`src/rtl/car_lane.sv`:
```
// car_lane: moves N_CARS cars of one road lane across a GRID_W-column field.
// Latency: positions and o_step change one clock after a load or a due tick; o_hit is one clock behind the positions.
// Backpressure: none. i_run=0 parks the lane (HOLD) and freezes both the tick counter and the positions.
// Optional feature macro: CAR_LANE_HIT_EN enables the frog-collision flag. When it is undefined, o_hit is tied to 0.
module car_lane #(
  parameter int N_CARS   = 4,
  parameter int GRID_W   = 20,
  parameter int X_W      = 5,
  parameter int SPACING  = 5,
  parameter int TICK_DIV = 12_500_000
) (
  input  logic                    i_Clk,
  input  logic                    i_Rst,
  input  logic                    i_load,
  input  logic [X_W-1:0]          i_start_x,
  input  logic                    i_dir,
  input  logic [1:0]              i_speed,
  input  logic                    i_run,
  input  logic [X_W-1:0]          i_frog_x,
  input  logic                    i_frog_here,
  output logic [N_CARS*X_W-1:0]   o_car_x,
  output logic                    o_step,
  output logic                    o_hit
);

  localparam logic [1:0] ST_IDLE = 2'd0;
  localparam logic [1:0] ST_RUN  = 2'd1;
  localparam logic [1:0] ST_HOLD = 2'd2;

  localparam logic [23:0] TICK_DIV_W = 24'(TICK_DIV);

  logic [1:0]                   state_q, state_d;
  logic [23:0]                  cnt_q, cnt_d;
  logic [N_CARS-1:0][X_W-1:0]   car_x_q, car_x_d;
  logic                         step_q, step_d;
  logic                         hit_q, hit_d;

  logic [23:0] period;
  logic        tick_due;
  logic        step_fire;

  // One column forward or back. X_W+1 bits keep GRID_W-1+1 from aliasing onto 0.
  function automatic logic [X_W-1:0] next_x(input logic [X_W-1:0] x, input logic dir);
    logic [X_W:0] w;
    if (!dir) begin
      w = {1'b0, x} + (X_W+1)'(1);
      if (w >= (X_W+1)'(GRID_W)) begin
        w = '0;
      end
    end else begin
      if (x == '0) begin
        w = (X_W+1)'(GRID_W - 1);
      end else begin
        w = {1'b0, x} - (X_W+1)'(1);
      end
    end
    return w[X_W-1:0];
  endfunction

  // Starting column of car k. An out-of-range i_start_x folds back into the grid.
  function automatic logic [X_W-1:0] load_x(input logic [X_W-1:0] sx, input int k);
    logic [31:0] sum;
    sum = 32'(sx) + 32'(k) * 32'(SPACING);
    return X_W'(sum % 32'(GRID_W));
  endfunction

  // The step period is shifted live from i_speed, so a speed change applies on the very next cycle.
  // Comparing cnt+1 against the period avoids the underflow of period-1 when the period is 0.
  always_comb begin
    period    = TICK_DIV_W >> i_speed;
    tick_due  = ({1'b0, cnt_q} + 25'd1) >= {1'b0, period};
    step_fire = (state_q == ST_RUN) && !i_load && tick_due;
  end

  // Lane mode. A load always lands in RUN; otherwise i_run moves between RUN and HOLD.
  always_comb begin
    state_d = state_q;
    case (state_q)
      ST_IDLE: state_d = ST_IDLE;
      ST_RUN:  if (!i_run) state_d = ST_HOLD;
      ST_HOLD: if (i_run)  state_d = ST_RUN;
      default: state_d = ST_IDLE;
    endcase
    if (i_load) begin
      state_d = ST_RUN;
    end
  end

  // Tick counter. It counts only while in RUN, is cleared by a load, and rolls over on a step.
  always_comb begin
    cnt_d = cnt_q;
    if (i_load) begin
      cnt_d = '0;
    end else if (state_q == ST_RUN) begin
      if (tick_due) begin
        cnt_d = '0;
      end else begin
        cnt_d = cnt_q + 24'd1;
      end
    end
  end

  // Car positions. Fresh placement wins over a coincident step. i_dir matters only on a step.
  always_comb begin
    car_x_d = car_x_q;
    step_d  = 1'b0;
    if (i_load) begin
      for (int k = 0; k < N_CARS; k++) begin
        car_x_d[k] = load_x(i_start_x, k);
      end
    end else if (step_fire) begin
      step_d = 1'b1;
      for (int k = 0; k < N_CARS; k++) begin
        car_x_d[k] = next_x(car_x_q[k], i_dir);
      end
    end
  end

`ifdef CAR_LANE_HIT_EN
  // Collision check against the current (registered) positions. It is flagged one clock later.
  always_comb begin
    hit_d = 1'b0;
    for (int k = 0; k < N_CARS; k++) begin
      if (car_x_q[k] == i_frog_x) begin
        hit_d = i_frog_here;
      end
    end
  end
`else
  // Collision detection is not built. The frog inputs are deliberately left unused.
  logic unused_frog;
  assign unused_frog = ^{i_frog_x, i_frog_here};
  assign hit_d       = 1'b0;
`endif

  // State registers. An asynchronous reset clears everything immediately.
  always_ff @(posedge i_Clk or posedge i_Rst) begin
    if (i_Rst) begin
      state_q <= ST_IDLE;
      cnt_q   <= '0;
      car_x_q <= '0;
      step_q  <= 1'b0;
      hit_q   <= 1'b0;
    end else begin
      state_q <= state_d;
      cnt_q   <= cnt_d;
      car_x_q <= car_x_d;
      step_q  <= step_d;
      hit_q   <= hit_d;
    end
  end

  assign o_car_x = car_x_q;
  assign o_step  = step_q;
  assign o_hit   = hit_q;

endmodule

```
`config.mk`:
```
export PLATFORM = sky130hd
export DESIGN_NAME = car_lane
export DESIGN_NICKNAME = d
export VERILOG_FILES = /design/src/rtl/car_lane.sv
export SDC_FILE = /design/constraint.sdc
export NUM_CORES = 1
export LEC_CHECK = 0
export ABC_AREA = 1
export BUFFER_PORTS_ARGS = -buffer_cell sky130_fd_sc_hd__buf_2
export CAP_MARGIN = 20
export CORE_ASPECT_RATIO = 0.5
export CORE_MARGIN = 2
export CORE_UTILIZATION = 35
export DETAILED_ROUTE_END_ITERATION = 8
export PLACE_DENSITY = 0.6
export SYNTH_ARGS = -nofsm -noshare
export SYNTH_HDL_FRONTEND = slang
export SYNTH_SLANG_ARGS = --single-unit
export TNS_END_PERCENT = 30
```
`constraint.sdc`:
```
create_clock -name i_Clk -period 5.1 [get_ports i_Clk]
set_clock_uncertainty 0.2 [all_clocks]
set_input_delay 0 -clock i_Clk [delete_from_list [all_inputs] [get_ports i_Clk]]
set_output_delay 0 -clock i_Clk [all_outputs]
set_load 0.02 [all_outputs]
```
==> results of run 1 <==
-- layout make-up --
class / instances / share of cell area (%)
Multi-Input combinational cell: 544 / 58.38
Sequential cell: 47 / 22.77
Inverter: 91 / 6.613
Timing Repair Buffer: 40 / 4.748
Tap cell: 170 / 4.118
Clock buffer: 6 / 2.689
Clock inverter: 2 / 0.6783
-- power groups by stage --
stage / Combinational (W) / Clock, W / Sequential, W
finish: 0.000448 / 0.000402 / 0.000463
global route: 0.000515 / 0.000426 / 0.000471
CTS: 0.000445 / 0.000411 / 0.000463
detailed placement: 0.000439 / 0 / 0.000471
global placement: 0.000434 / 0 / 0.000470
floorplan: 0.000320 / 0 / 0.000484
-- cell usage in the layout (no fill, tap or decap), types with 6 or more instances in the layout --
| cell type | n |
|---|---|
| sky130_fd_sc_hd__nand2_1 | 208 |
| sky130_fd_sc_hd__o22ai_1 | 13 |
| sky130_fd_sc_hd__ha_1 | 43 |
| sky130_fd_sc_hd__xor2_1 | 32 |
| sky130_fd_sc_hd__nand4_1 | 6 |
| sky130_fd_sc_hd__xnor2_1 | 9 |
| sky130_fd_sc_hd__o21ai_0 | 43 |
| sky130_fd_sc_hd__buf_2 | 32 |
| sky130_fd_sc_hd__dfrtp_1 | 47 |
| sky130_fd_sc_hd__nor3_1 | 7 |
| sky130_fd_sc_hd__inv_1 | 89 |
| sky130_fd_sc_hd__nand3_1 | 71 |
| sky130_fd_sc_hd__a21oi_1 | 14 |
| sky130_fd_sc_hd__a31oi_1 | 7 |
| sky130_fd_sc_hd__nor2_1 | 52 |
-- kinds of logic (layout without fill, tap and decap cells) --
group	after synthesis	after routing	synth area share [%]
AND/OR/NAND/NOR	364	364	33.51
flip-flops	47	47	25.20
buffers and inverters	118	139	10.19
adder cells (fa/ha/maj)	43	43	11.53
XOR/XNOR	41	41	7.694
other	1	1	0.08035
AO/OA/AOI/OAI	95	95	11.80
-- what timing repair did --
action	CTS	global route
setup endpoints to repair	0	0
hold buffers	4	1
hold endpoints to repair	52	7
-- metal layers --
layer | wire length (um) | vias up | track usage (%)
li1 | - | 2313 | -
met1 | 5865 | 2108 | 22.78
met2 | 5341 | 60 | 29.80
met3 | 308 | 8 | 2.353
met4 | 89 | 0 | 3.715
met5 | 0 | - | 0
-- sequential cells by signal, summed over array words and instances, names as in the netlist --
register,count
state_q,2
o_step,1
cnt_q,24
o_car_x,20
-- metrics by stage --
| step | setup slack (ns) | utilization [%] | hold slack, ns | cells |
|---|---|---|---|---|
| after global placement | 0.9047 | 38.25 | -0.02745 | 885 |
| after CTS | 0.8343 | 39.92 | 0.02916 | 897 |
| after floorplan | 1.930 | - | -0.1332 | 709 |
| final | 0.8783 | 40.21 | 0.03608 | 900 |
| after global routing | 0.4712 | 40.21 | 0.08438 | 900 |
| after detailed placement | 0.8432 | 38.25 | -0.02723 | 885 |
-- how the worst max path moves through the flow --
stage / start / endpoint / slack (ns) / depth (start not counted)
after floorplan: cnt_q[0]$_DFFE_PP0P_ / o_car_x[16]$_DFFE_PP0P_ / 1.93 / 20
after global placement: cnt_q[0]$_DFFE_PP0P_ / o_car_x[8]$_DFFE_PP0P_ / 0.90 / 19
after detailed placement: cnt_q[0]$_DFFE_PP0P_ / o_car_x[11]$_DFFE_PP0P_ / 0.84 / 19
after CTS: cnt_q[0]$_DFFE_PP0P_ / o_car_x[11]$_DFFE_PP0P_ / 0.83 / 19
after global routing: cnt_q[0]$_DFFE_PP0P_ / o_car_x[5]$_DFFE_PP0P_ / 0.47 / 19
final: cnt_q[0]$_DFFE_PP0P_ / o_car_x[11]$_DFFE_PP0P_ / 0.88 / 19
-- worst max-delay path: cells and delay by family, from the launching register on --
kind,cells,cell delay [ns]
and+or+nand+nor,12,2.24
AOI/OAI and AO/OA,3,0.45
DFF,1,0.42
buffers and inverters,1,0.08
adders and majority gates,2,0.56
xor gates and xnor gates,1,0.14
==> metrics.yaml, run 1 <==
outcome:
  run_status: "finished with violations"
  violations: "design-rule violations"
worst_setup_path:
  crit_path_top_delay_cell: "sky130_fd_sc_hd__dfrtp_1"
  crit_path_end_kind: "flop"
  critical_path.reg2reg.startpoint: "cnt_q[0]$_DFFE_PP0P_"
  cp_data_arrival_time_ns: 4.21
  worstPathCellList: "ha_1, nand2_1, nor2_2, nand2_2, nor3_2, nand3b_1, nor2_1, nand4_1, xor2_1, inv_1, ha_1, a21oi_1, o211ai_1, a21oi_4, nand3_4, nand2_4, nand2_2, nand2_1, nand2_1"
  timing.critical_path.required_ns: 5.09
  crit_path_max_incr_delay_ns: 0.42
  reg2reg_depth: 19
  startpoint_type: "flop"
  timing.critical_path.fanout_max: 22
  r2r_slack_ns: 0.88
  r2r_end: "o_car_x[11]$_DFFE_PP0P_"
  critPathKind: "reg -> reg"
  crit_path_frequent_cell: "sky130_fd_sc_hd__nand2_1"
synthesis:
  postSynthCellCount: 709
  synth_seq_cells: 47
  synth_sequential_area_ratio_pct: 25.20
  top_area_cells_in_the_synthesized_netlist: "sky130_fd_sc_hd__dfrtp_1 25%, sky130_fd_sc_hd__nand2_1 17%, sky130_fd_sc_hd__ha_1 12%, sky130_fd_sc_hd__nand3_1 7.6%, sky130_fd_sc_hd__inv_1 7.2%"
  syn_avg_cell_area_um2: 6.582
  top_reg_cell_synth: "sky130_fd_sc_hd__dfrtp_1"
  yosys_warnings: 0
  ys_types: 41
  yosysTopAreaCellShare_pct: 25.20
  post_synth_most_frequent_cells: "208 x sky130_fd_sc_hd__nand2_1, 90 x sky130_fd_sc_hd__inv_1, 71 x sky130_fd_sc_hd__nand3_1, 52 x sky130_fd_sc_hd__nor2_1, 47 x sky130_fd_sc_hd__dfrtp_1"
  number_of_nets_produced_by_synthesis: 770
  synth.largest_area_cell: "sky130_fd_sc_hd__dfrtp_1"
  synth_async_sr_flop_share_pct: 100.0
  yosys.cell_count.top_type: "sky130_fd_sc_hd__nand2_1"
  synth_edf_count: 0
  post_synth_instance_area_mm2: 0.004667
floorplan:
  fp.dieW_um: 167.3
  io-pin-count: 40
  dieArea_mm2: 0.01433
  floorplan.initialDensity_pct: 36.33
  floorplan.core_area_mm2: 0.01284
  die_h_um: 85.65
  std_cell_rows: 29
timing:
  maxSlewHeadroom_pct: 61.92
  worst_slew_pin_slew_ns: 0.5699
  clock_period_minus_worst_slack_ns: 4.222
  final-hold-violation-count: 0
  slew_viol_final: 0
  setup_viol_count_final: 0
  achievable-frequency_mhz: 236.9
  rsz0062_at_grt: "no"
  fin_setup_tns_ns: 0
  final_min_period_over_clock_period_pct: 82.78
worst_hold_path:
  worst_hold_startpoint: "i_load"
  min_delay_path_depth: 2
  holdCritPathClass: "in -> reg"
  worstHoldEndpoint: "state_q[1]$_DFFE_PP0P_"
cts:
  root_buffer: "sky130_fd_sc_hd__clkbuf_16"
  worstSkewPairLatency_ns: 0.30
  cts_inserted_buffers: 5
  ctsHtreeMaxLevel: 2
  clock_tree_from_tritoncts: "yes"
  cts_sinks: 47
  clkSlewWorstSetupHoldPaths_ns: 0.07
  cts_resized: 0
  post-cts-setup-buffers: 0
  cts.path.max_buffers: 2
grt:
  grt_pass1_wl_um: 20240
  antenna_found_initial: 0
  global_route_total_overflow: 0
  groute.usage.overall_pct: 17.07
  grt_pass1_vias: 4268
  maximum_number_of_pins_on_one_net_before_global_route_repair: 48
power:
  pwr_density_cell_mw_per_mm2: 254.2
  p_leak_nw: 2.666
  power_switching_share_pct: 37.72
  total_chip_power_w: 0.001313
  netSwitchingPower_w: 0.0004952
  max-vdd-ir-drop_v: 0.0001614
  power_frac_seq_pct: 35.3
  intPower_w: 0.0008177
  pwr-share-comb_pct: 34.1
  clock_power_share_pct: 30.6
drt:
  dr.pass1.iters: 9
  routed_via_density: 4.988
  drc_violations_left: 2
  ant_nets: 0
  overall_via_count_from_detail_route: 4489
  wire_length_per_cell_um: 12.90
  postRouteWirelength_um: 11610
  dr.first_iter.drc_count: 304
placed_design:
  detailed_place_hpwl_um: 8394
  port_buffers: 32
  placedInstanceArea_mm2: 0.004913
  global_placement_routability_congestion: 0.8702
job:
  max_cap_viol_count: 0
cells_and_area:
  finish.net_count: 790
  antenna_cells_inserted: 0
  share_of_post_route_cells_with_drive_strength_above_1_pct: 7.945
  area_delta_synth_final_pct: 10.67
  multiInputGateArea_mm2: 0.003015
  fillCellCount: 1376
  fin_area_mm2: 0.005165
  seq_area_mm2: 0.001176
No activity file was read; power rests on OpenSTA's default activity.
==> run 2: changes to the inputs <==
PLACE_DENSITY = 0.61   (was 0.6)
clock period = 3.4 ns   (was 5.1 ns; I/O delays follow)
==> metrics.yaml, run 2 (synthesized netlist as in run 1, its figures left out) <==
grt:
  use_met3_pct: 2.400  # +0.046 points
  groute.usage.overall_pct: 17.13  # +0.063 points
  gr-usage-met2_pct: 28.97  # -0.83 points
  grt-busiest-layer: "met2"
  maximum_number_of_pins_on_one_net_before_global_route_repair: 48  # unchanged
  antenna_found_initial: 0  # unchanged
  grt_pass1_wl_um: 20460  # +1.1%
  global_route_total_overflow: 0  # unchanged
  gr-usage-met1_pct: 23.71  # +0.93 points
  grt_pass1_vias: 4288  # +0.47%
power:
  p_leak_nw: 2.834  # +6.3%
  max-vdd-ir-drop_v: 0.0002176  # +35%
  total_chip_power_w: 0.001971  # +50%
  pwr_density_cell_mw_per_mm2: 362.7  # +43%
cells_and_area:
  area_delta_synth_final_pct: 16.46
  fin_area_mm2: 0.005435  # +5.2%
  finish.utilization_pct: 42.31  # +2.1 points
  max_reg_flops: 24  # unchanged
  layout.cells.most_common_list: "206 x sky130_fd_sc_hd__nand2_1, 88 x sky130_fd_sc_hd__inv_1, 70 x sky130_fd_sc_hd__nand3_1"
  registers.top_by_ff_count: "cnt_q"
  share_of_post_route_cells_with_drive_strength_above_1_pct: 12.58  # +4.6 points
  antenna_cells_inserted: 0  # unchanged
  finish.net_count: 815  # +3.2%
  layout.cells.most_common: "sky130_fd_sc_hd__nand2_1"
  fillCellCount: 1379  # +0.22%
timing:
  final-hold-violation-count: 0  # unchanged
  setup_viol_count_final: 0  # unchanged
  clock_period_minus_worst_slack_ns: 3.266  # -0.9557 ns
  final_min_period_over_clock_period_pct: 96.06  # +13 points
  rsz0062_at_grt: "yes"
  achievable-frequency_mhz: 306.2  # +29%
  slew_viol_final: 0  # unchanged
cts:
  clkSlewWorstSetupHoldPaths_ns: 0.07  # about the same
  cts_sinks: 47  # unchanged
  cts.path.max_buffers: 2  # unchanged
  cts_inserted_buffers: 5  # unchanged
  ctsHtreeMaxLevel: 2  # unchanged
  root_buffer: "sky130_fd_sc_hd__clkbuf_16"
  worstSkewPairLatency_ns: 0.30  # about the same
  clock_tree_from_tritoncts: "yes"
worst_setup_path:
  timing.critical_path.required_ns: 3.41  # -1.68 ns
  crit_path_end_kind: "flop"
  r2r_slack_ns: 0.13  # -0.74 ns
  critPathKind: "reg -> reg"
  reg2reg_depth: 18  # -1
  cp_data_arrival_time_ns: 3.27  # -0.94 ns
  startpoint_type: "flop"
  critical_path.reg2reg.startpoint: "cnt_q[1]$_DFFE_PP0P_"
  r2r_end: "cnt_q[2]$_DFFE_PP0P_"
  timing.critical_path.fanout_max: 5  # -77%
floorplan:
  fp.dieW_um: 167.3  # unchanged
  io-pin-count: 40  # unchanged
  die_h_um: 85.65  # unchanged
  floorplan.core_area_mm2: 0.01284  # unchanged
  dieArea_mm2: 0.01433  # unchanged
  std_cell_rows: 29  # unchanged
  floorplan.initialDensity_pct: 36.33  # unchanged
drt:
  postRouteWirelength_um: 11820  # +1.9%
  dr.pass1.iters: 7  # -2
  dr.first_iter.drc_count: 275  # -9.5%
  drc_violations_left: 1  # -1
  wire_length_per_cell_um: 12.78  # -0.88%
  routed_via_density: 5.005  # +0.35%
  overall_via_count_from_detail_route: 4630  # +3.1%
  ant_nets: 0  # unchanged
worst_hold_path:
  worstHoldEndpoint: "o_car_x[3]$_DFFE_PP0P_"
  worst_hold_startpoint: "i_start_x[2]"
  holdCritPathClass: "in -> reg"
  min_delay_path_depth: 5  # +3
placed_design:
  placedInstanceArea_mm2: 0.005046  # +2.7%
  global_placement_routability_congestion: 0.8914  # +2.4%
  port_buffers: 32  # unchanged
  detailed_place_hpwl_um: 8729  # +4.0%
outcome:
  violations: "design-rule violations"
  run_status: "finished with violations"
job:
  max_cap_viol_count: 0  # unchanged
run 2: cell types whose count changed in the layout (fill, tap and decap cells not counted), sizes merged:
cell,delta
clkbuf,-1
clkinv,+1
buf,+25
run 2: critical path, cell delays in order, from the launching register on:
cell and delay [ns]:
sky130_fd_sc_hd__dfrtp_1 0.37, sky130_fd_sc_hd__ha_2 0.20, sky130_fd_sc_hd__nand2_2 0.09, sky130_fd_sc_hd__nor2_4 0.10, sky130_fd_sc_hd__nand2_2 0.08, sky130_fd_sc_hd__nor3_4 0.20
sky130_fd_sc_hd__nand3b_1 0.14, sky130_fd_sc_hd__nor2_2 0.13, sky130_fd_sc_hd__nand4_1 0.11, sky130_fd_sc_hd__xor2_1 0.15, sky130_fd_sc_hd__inv_1 0.07, sky130_fd_sc_hd__ha_1 0.31
sky130_fd_sc_hd__a21oi_1 0.17, sky130_fd_sc_hd__o211ai_1 0.13, sky130_fd_sc_hd__a21oi_4 0.16, sky130_fd_sc_hd__nand3_4 0.12, sky130_fd_sc_hd__buf_4 0.17, sky130_fd_sc_hd__buf_4 0.13
sky130_fd_sc_hd__o21ai_0 0.16
run 2: routing by layer:
metal | wire, um | up-vias
li1 | - | 2382
met1 | 5811 | 2143
met2 | 5469 | 94
met3 | 440 | 11
met4 | 102 | 0
met5 | 0 | -
run 2: per-stage QoR:
stage	TNS [ns]	hold WS, ns	cells	setup slack (ns)
finish	0	0.04650	925	0.1340
global route	-0.7696	0.08461	925	-0.05080
CTS	0	0.04722	913	0.06160
detailed placement	-0.6418	-0.01322	901	-0.05180
global placement	-0.005831	-0.02924	901	-0.004947
floorplan	0	-0.1332	709	0.2302
run 2: worst max path at each step:
stage,start,to,slack (ns)
final,cnt_q[1]$_DFFE_PP0P_,cnt_q[2]$_DFFE_PP0P_,0.13
after detailed placement,cnt_q[1]$_DFFE_PP0P_,o_car_x[2]$_DFFE_PP0P_,-0.05
after global placement,cnt_q[2]$_DFFE_PP0P_,o_car_x[12]$_DFFE_PP0P_,-0.005
after CTS,cnt_q[2]$_DFFE_PP0P_,o_car_x[0]$_DFFE_PP0P_,0.06
after floorplan,cnt_q[0]$_DFFE_PP0P_,o_car_x[16]$_DFFE_PP0P_,0.23
after global routing,cnt_q[1]$_DFFE_PP0P_,cnt_q[16]$_DFFE_PP0P_,-0.05
run 2: layout make-up:
class	instances	area (um2)	area share (%)
Sequential cell	47	1177	21.66
Multi-Input combinational cell	544	3082	56.70
Inverter	91	341.6	6.285
Timing Repair Buffer	65	452.9	8.333
Tap cell	170	212.7	3.913
Clock inverter	3	43.79	0.8057
Clock buffer	5	125.1	2.302
run 2: where the power goes:
part	switching, W	internal, W
combinational	0.000433	0.000262
sequential	0.0000851	0.000609
clock	0.000235	0.000348
run 2: repair_timing:
| item | CTS | global route |
|---|---|---|
| gates cloned | 0 | 0 |
| buffers inserted | 0 | 10 |
| hold buffers | 4 | 1 |
| hold endpoints to repair | 51 | 6 |
| endpoints found under the setup margin | 20 | 39 |
| pin swaps | 0 | 6 |
| gates resized for setup | 1 | 20 |
==> run 3: changes to the inputs <==
ABC_AREA = unset   (was 1)
CORE_UTILIZATION = 30   (was 35)
PLACE_DENSITY = 0.55   (was 0.61)
==> metrics.yaml, run 3 <==
outcome:
  run_status: "finished with violations"
  violations: "negative setup slack"
floorplan:
  floorplan.core_area_mm2: 0.01541  # +20%
  dieArea_mm2: 0.01686  # +18%
  io-pin-count: 40  # unchanged
  fp.dieW_um: 181.6  # +8.6%
  std_cell_rows: 32  # +10%
  die_h_um: 92.82  # +8.4%
  floorplan.initialDensity_pct: 30.71  # -5.6 points
cells_and_area:
  registers.top_by_ff_count: "cnt_q"
  area_delta_synth_final_pct: 30.21
  layout.cells.most_common_list: "79 x sky130_fd_sc_hd__buf_4, 47 x sky130_fd_sc_hd__nand2_1, 45 x sky130_fd_sc_hd__dfrtp_1"
  finish.net_count: 752  # -7.7%
  layout.cells.most_common: "sky130_fd_sc_hd__buf_4"
  final-instance-count-excl-fill: 896  # -3.1%
  antenna_cells_inserted: 0  # unchanged
  share_of_post_route_cells_with_drive_strength_above_1_pct: 25.58  # +13 points
  max_reg_flops: 24  # unchanged
  fin_area_mm2: 0.006163  # +13%
  fillCellCount: 1545  # +12%
timing:
  setup_viol_count_final: 44  # +44
  final_min_period_over_clock_period_pct: 111.6  # +16 points
  maxSlewHeadroom_pct: 49.02
  slew_viol_final: 0  # unchanged
  worst_hold_slack_ns: 0.009740  # -0.03676 ns
  achievable-frequency_mhz: 263.6  # -14%
  clock_period_minus_worst_slack_ns: 3.793  # +0.5271 ns
  rsz0062_at_grt: "yes"
  worst_slew_pin_slew_ns: 0.7647
  final-hold-violation-count: 0  # unchanged
  final.setup.worst_slack_ns: -0.3930  # -0.5271 ns
worst_hold_path:
  holdCritPathClass: "in -> async"
synthesis:
  number_of_nets_produced_by_synthesis: 650  # -16%
  top_reg_cell_synth: "sky130_fd_sc_hd__dfrtp_1"
  synth_async_sr_flop_share_pct: 100.0  # unchanged
  synth_sequential_area_ratio_pct: 24.85  # -0.35 points
  yosysTopAreaCellShare_pct: 24.85  # -0.35 points
  postSynthCellCount: 589  # -17%
  synth_seq_cells: 47  # unchanged
  synth.largest_area_cell: "sky130_fd_sc_hd__dfrtp_1"
  yosys_warnings: 0  # unchanged
  syn_avg_cell_area_um2: 8.036  # +22%
  yosys.cell_count.top_type: "sky130_fd_sc_hd__nand2_1"
  ys_types: 70  # +71%
  top_area_cells_in_the_synthesized_netlist: "sky130_fd_sc_hd__dfrtp_1 25%, sky130_fd_sc_hd__ha_1 11%, sky130_fd_sc_hd__xnor2_1 4.1%, sky130_fd_sc_hd__nand2_1 3.8%, sky130_fd_sc_hd__o21ai_0 3.7%"
  post_synth_instance_area_mm2: 0.004733  # +1.4%
  synth_edf_count: 0  # unchanged
  post_synth_most_frequent_cells: "48 x sky130_fd_sc_hd__nand2_1, 47 x sky130_fd_sc_hd__dfrtp_1, 43 x sky130_fd_sc_hd__ha_1, 43 x sky130_fd_sc_hd__inv_1, 41 x sky130_fd_sc_hd__nor2_1"
drt:
  ant_nets: 0  # unchanged
  postRouteWirelength_um: 13030  # +10%
  overall_via_count_from_detail_route: 4648  # +0.39%
  routed_via_density: 5.188  # +3.6%
  drc_violations_left: 0  # -1
  wire_length_per_cell_um: 14.54  # +14%
  dr.pass1.iters: 4  # -3
  dr.first_iter.drc_count: 254  # -7.6%
power:
  p_leak_nw: 2.897  # +2.2%
  power_frac_seq_pct: 38.3  # +3.1 points
  netSwitchingPower_w: 0.0006516  # -13%
  clock_power_share_pct: 28.4  # -1.1 points
  total_chip_power_w: 0.001778  # -9.8%
  power_switching_share_pct: 36.65  # -1.5 points
  intPower_w: 0.001126  # -7.6%
  pwr-share-comb_pct: 33.2  # -2.0 points
  max-vdd-ir-drop_v: 0.0001722  # -21%
  pwr_density_cell_mw_per_mm2: 288.4  # -20%
placed_design:
  port_buffers: 32  # unchanged
  numPlacedInstances: 858  # -4.8%
  placedInstanceArea_mm2: 0.005572  # +10%
  dpl_worst_slack_ns: -0.4903  # -0.4384 ns
  global_placement_routability_congestion: 0.8166  # -8.4%
  detailed_place_hpwl_um: 9083  # +4.1%
job:
  max_cap_viol_count: 0  # unchanged
cts:
  root_buffer: "sky130_fd_sc_hd__clkbuf_16"
  cts_inserted_buffers: 5  # unchanged
  clkSlewWorstSetupHoldPaths_ns: 0.07  # about the same
  worstSkewPairLatency_ns: 0.30  # about the same
  cts.path.max_buffers: 2  # unchanged
  ctsHtreeMaxLevel: 2  # unchanged
  clock_tree_from_tritoncts: "yes"
  cts_sinks: 47  # unchanged
grt:
  maximum_number_of_pins_on_one_net_before_global_route_repair: 48  # unchanged
  global_route_total_overflow: 0  # unchanged
  antenna_found_initial: 0  # unchanged
  grt_pass1_wl_um: 22050  # +7.8%
  groute.usage.overall_pct: 15.82  # -1.3 points
  grt_pass1_vias: 4580  # +6.8%
worst_setup_path:
  timing.critical_path.required_ns: 3.40  # about the same
  crit_path_top_delay_cell: "sky130_fd_sc_hd__or4b_1"
  startpoint_type: "flop"
  critPathKind: "reg -> reg"
  timing.critical_path.fanout_max: 6  # +1
  crit_path_max_incr_delay_ns: 0.45  # +0.08 ns
  cp_data_arrival_time_ns: 3.80  # +0.53 ns
  reg2reg_depth: 16  # -2
  worstPathCellList: "ha_2, nand3_4, nor3_2, buf_4, nand4_1, xnor2_2, ha_1, nand4_1, nor3_2, o221ai_2, o211ai_1, o211ai_4, buf_12, buf_16, or4b_1, o311ai_1"
  crit_path_end_kind: "flop"
## run 3: final cells by class
class / count / area, um2 / area share (%)
sequential: 47 / 1179 / 19.12
clock buffer: 6 / 128.9 / 2.091
multi-input combinational: 464 / 3396 / 55.10
timing repair buffer: 129 / 1027 / 16.67
inverter: 44 / 165.2 / 2.680
clock inverter: 2 / 12.51 / 0.2030
tap: 204 / 255.2 / 4.141
## run 3: power groups by stage
stage	registers (W)	clock network, W	logic (W)
finish	0.000682	0.000506	0.000590
global route	0.000691	0.000541	0.000668
global placement	0.000687	0	0.000570
detailed placement	0.000688	0	0.000577
CTS	0.000680	0.000523	0.000587
floorplan	0.000688	0	0.000411
## run 3: timing repair
item / 4_1_cts / 5_1_grt
hold buffers: 4 / 0
cloned: 2 / 0
gates resized for setup: 28 / 10
pin swaps: 33 / 3
buffers inserted: 18 / 5
hold endpoints to repair: 53 / 0
setup endpoints to repair: 45 / 45
## run 3: routing by layer
layer / global-route usage [%] / vias up / share of wire [%]
met5: 0 / - / 0
met4: 3.320 / 0 / 0.70
met3: 2.123 / 9 / 3.5
met2: 28.07 / 64 / 49
met1: 20.63 / 2227 / 47
li1: - / 2348 / -
## run 3: cells by family (layout without fill, tap and decap cells)
| group | count (synthesis) | count (layout) | share of synthesized area [%] |
|---|---|---|---|
| compound gates | 167 | 167 | 24.82 |
| flops | 47 | 47 | 24.85 |
| fa+ha+maj | 45 | 45 | 11.79 |
| buf+inv | 78 | 181 | 6.899 |
| other cells | 1 | 1 | 0.07923 |
| simple gates | 200 | 200 | 21.54 |
| mux | 18 | 18 | 3.912 |
| xor+xnor | 33 | 33 | 6.106 |
## run 3: final timing paths
path / start / to / slack [ns]
worst max-delay path: cnt_q[1]$_DFFE_PP0P_ / o_car_x[19]$_DFFE_PP0P_ / -0.39
min in group i_Clk: i_load / o_car_x[7]$_DFFE_PP0P_ / 0.09
worst min-delay path: i_Rst / cnt_q[15]$_DFFE_PP0P_ / 0.01
max in group asynchronous: i_Rst / cnt_q[2]$_DFFE_PP0P_ / 2.46
worst min register to register: cnt_q[2]$_DFFE_PP0P_ / cnt_q[2]$_DFFE_PP0P_ / 0.35
worst max register to register: cnt_q[1]$_DFFE_PP0P_ / o_car_x[19]$_DFFE_PP0P_ / -0.39
## run 3: critical path, delay by kind of cell, from the launching register on
kind,cells,cell delay (ns)
AO/OA/AOI/OAI,4,0.74
XOR/XNOR,1,0.20
flip-flops,1,0.36
AND/OR/NAND/NOR,6,1.22
adder cells (fa/ha/maj),2,0.52
buffers and inverters,3,0.44
## run 3: per-stage QoR
stage | setup TNS (ns) | utilization, %
5_1_grt | -18.57 | 39.98
4_1_cts | -9.297 | 39.29
6_report | -10.82 | 39.98
3_3_place_gp | -12.18 | 36.14
2_1_floorplan | -2.936 | -
3_5_place_dp | -12.97 | 36.14
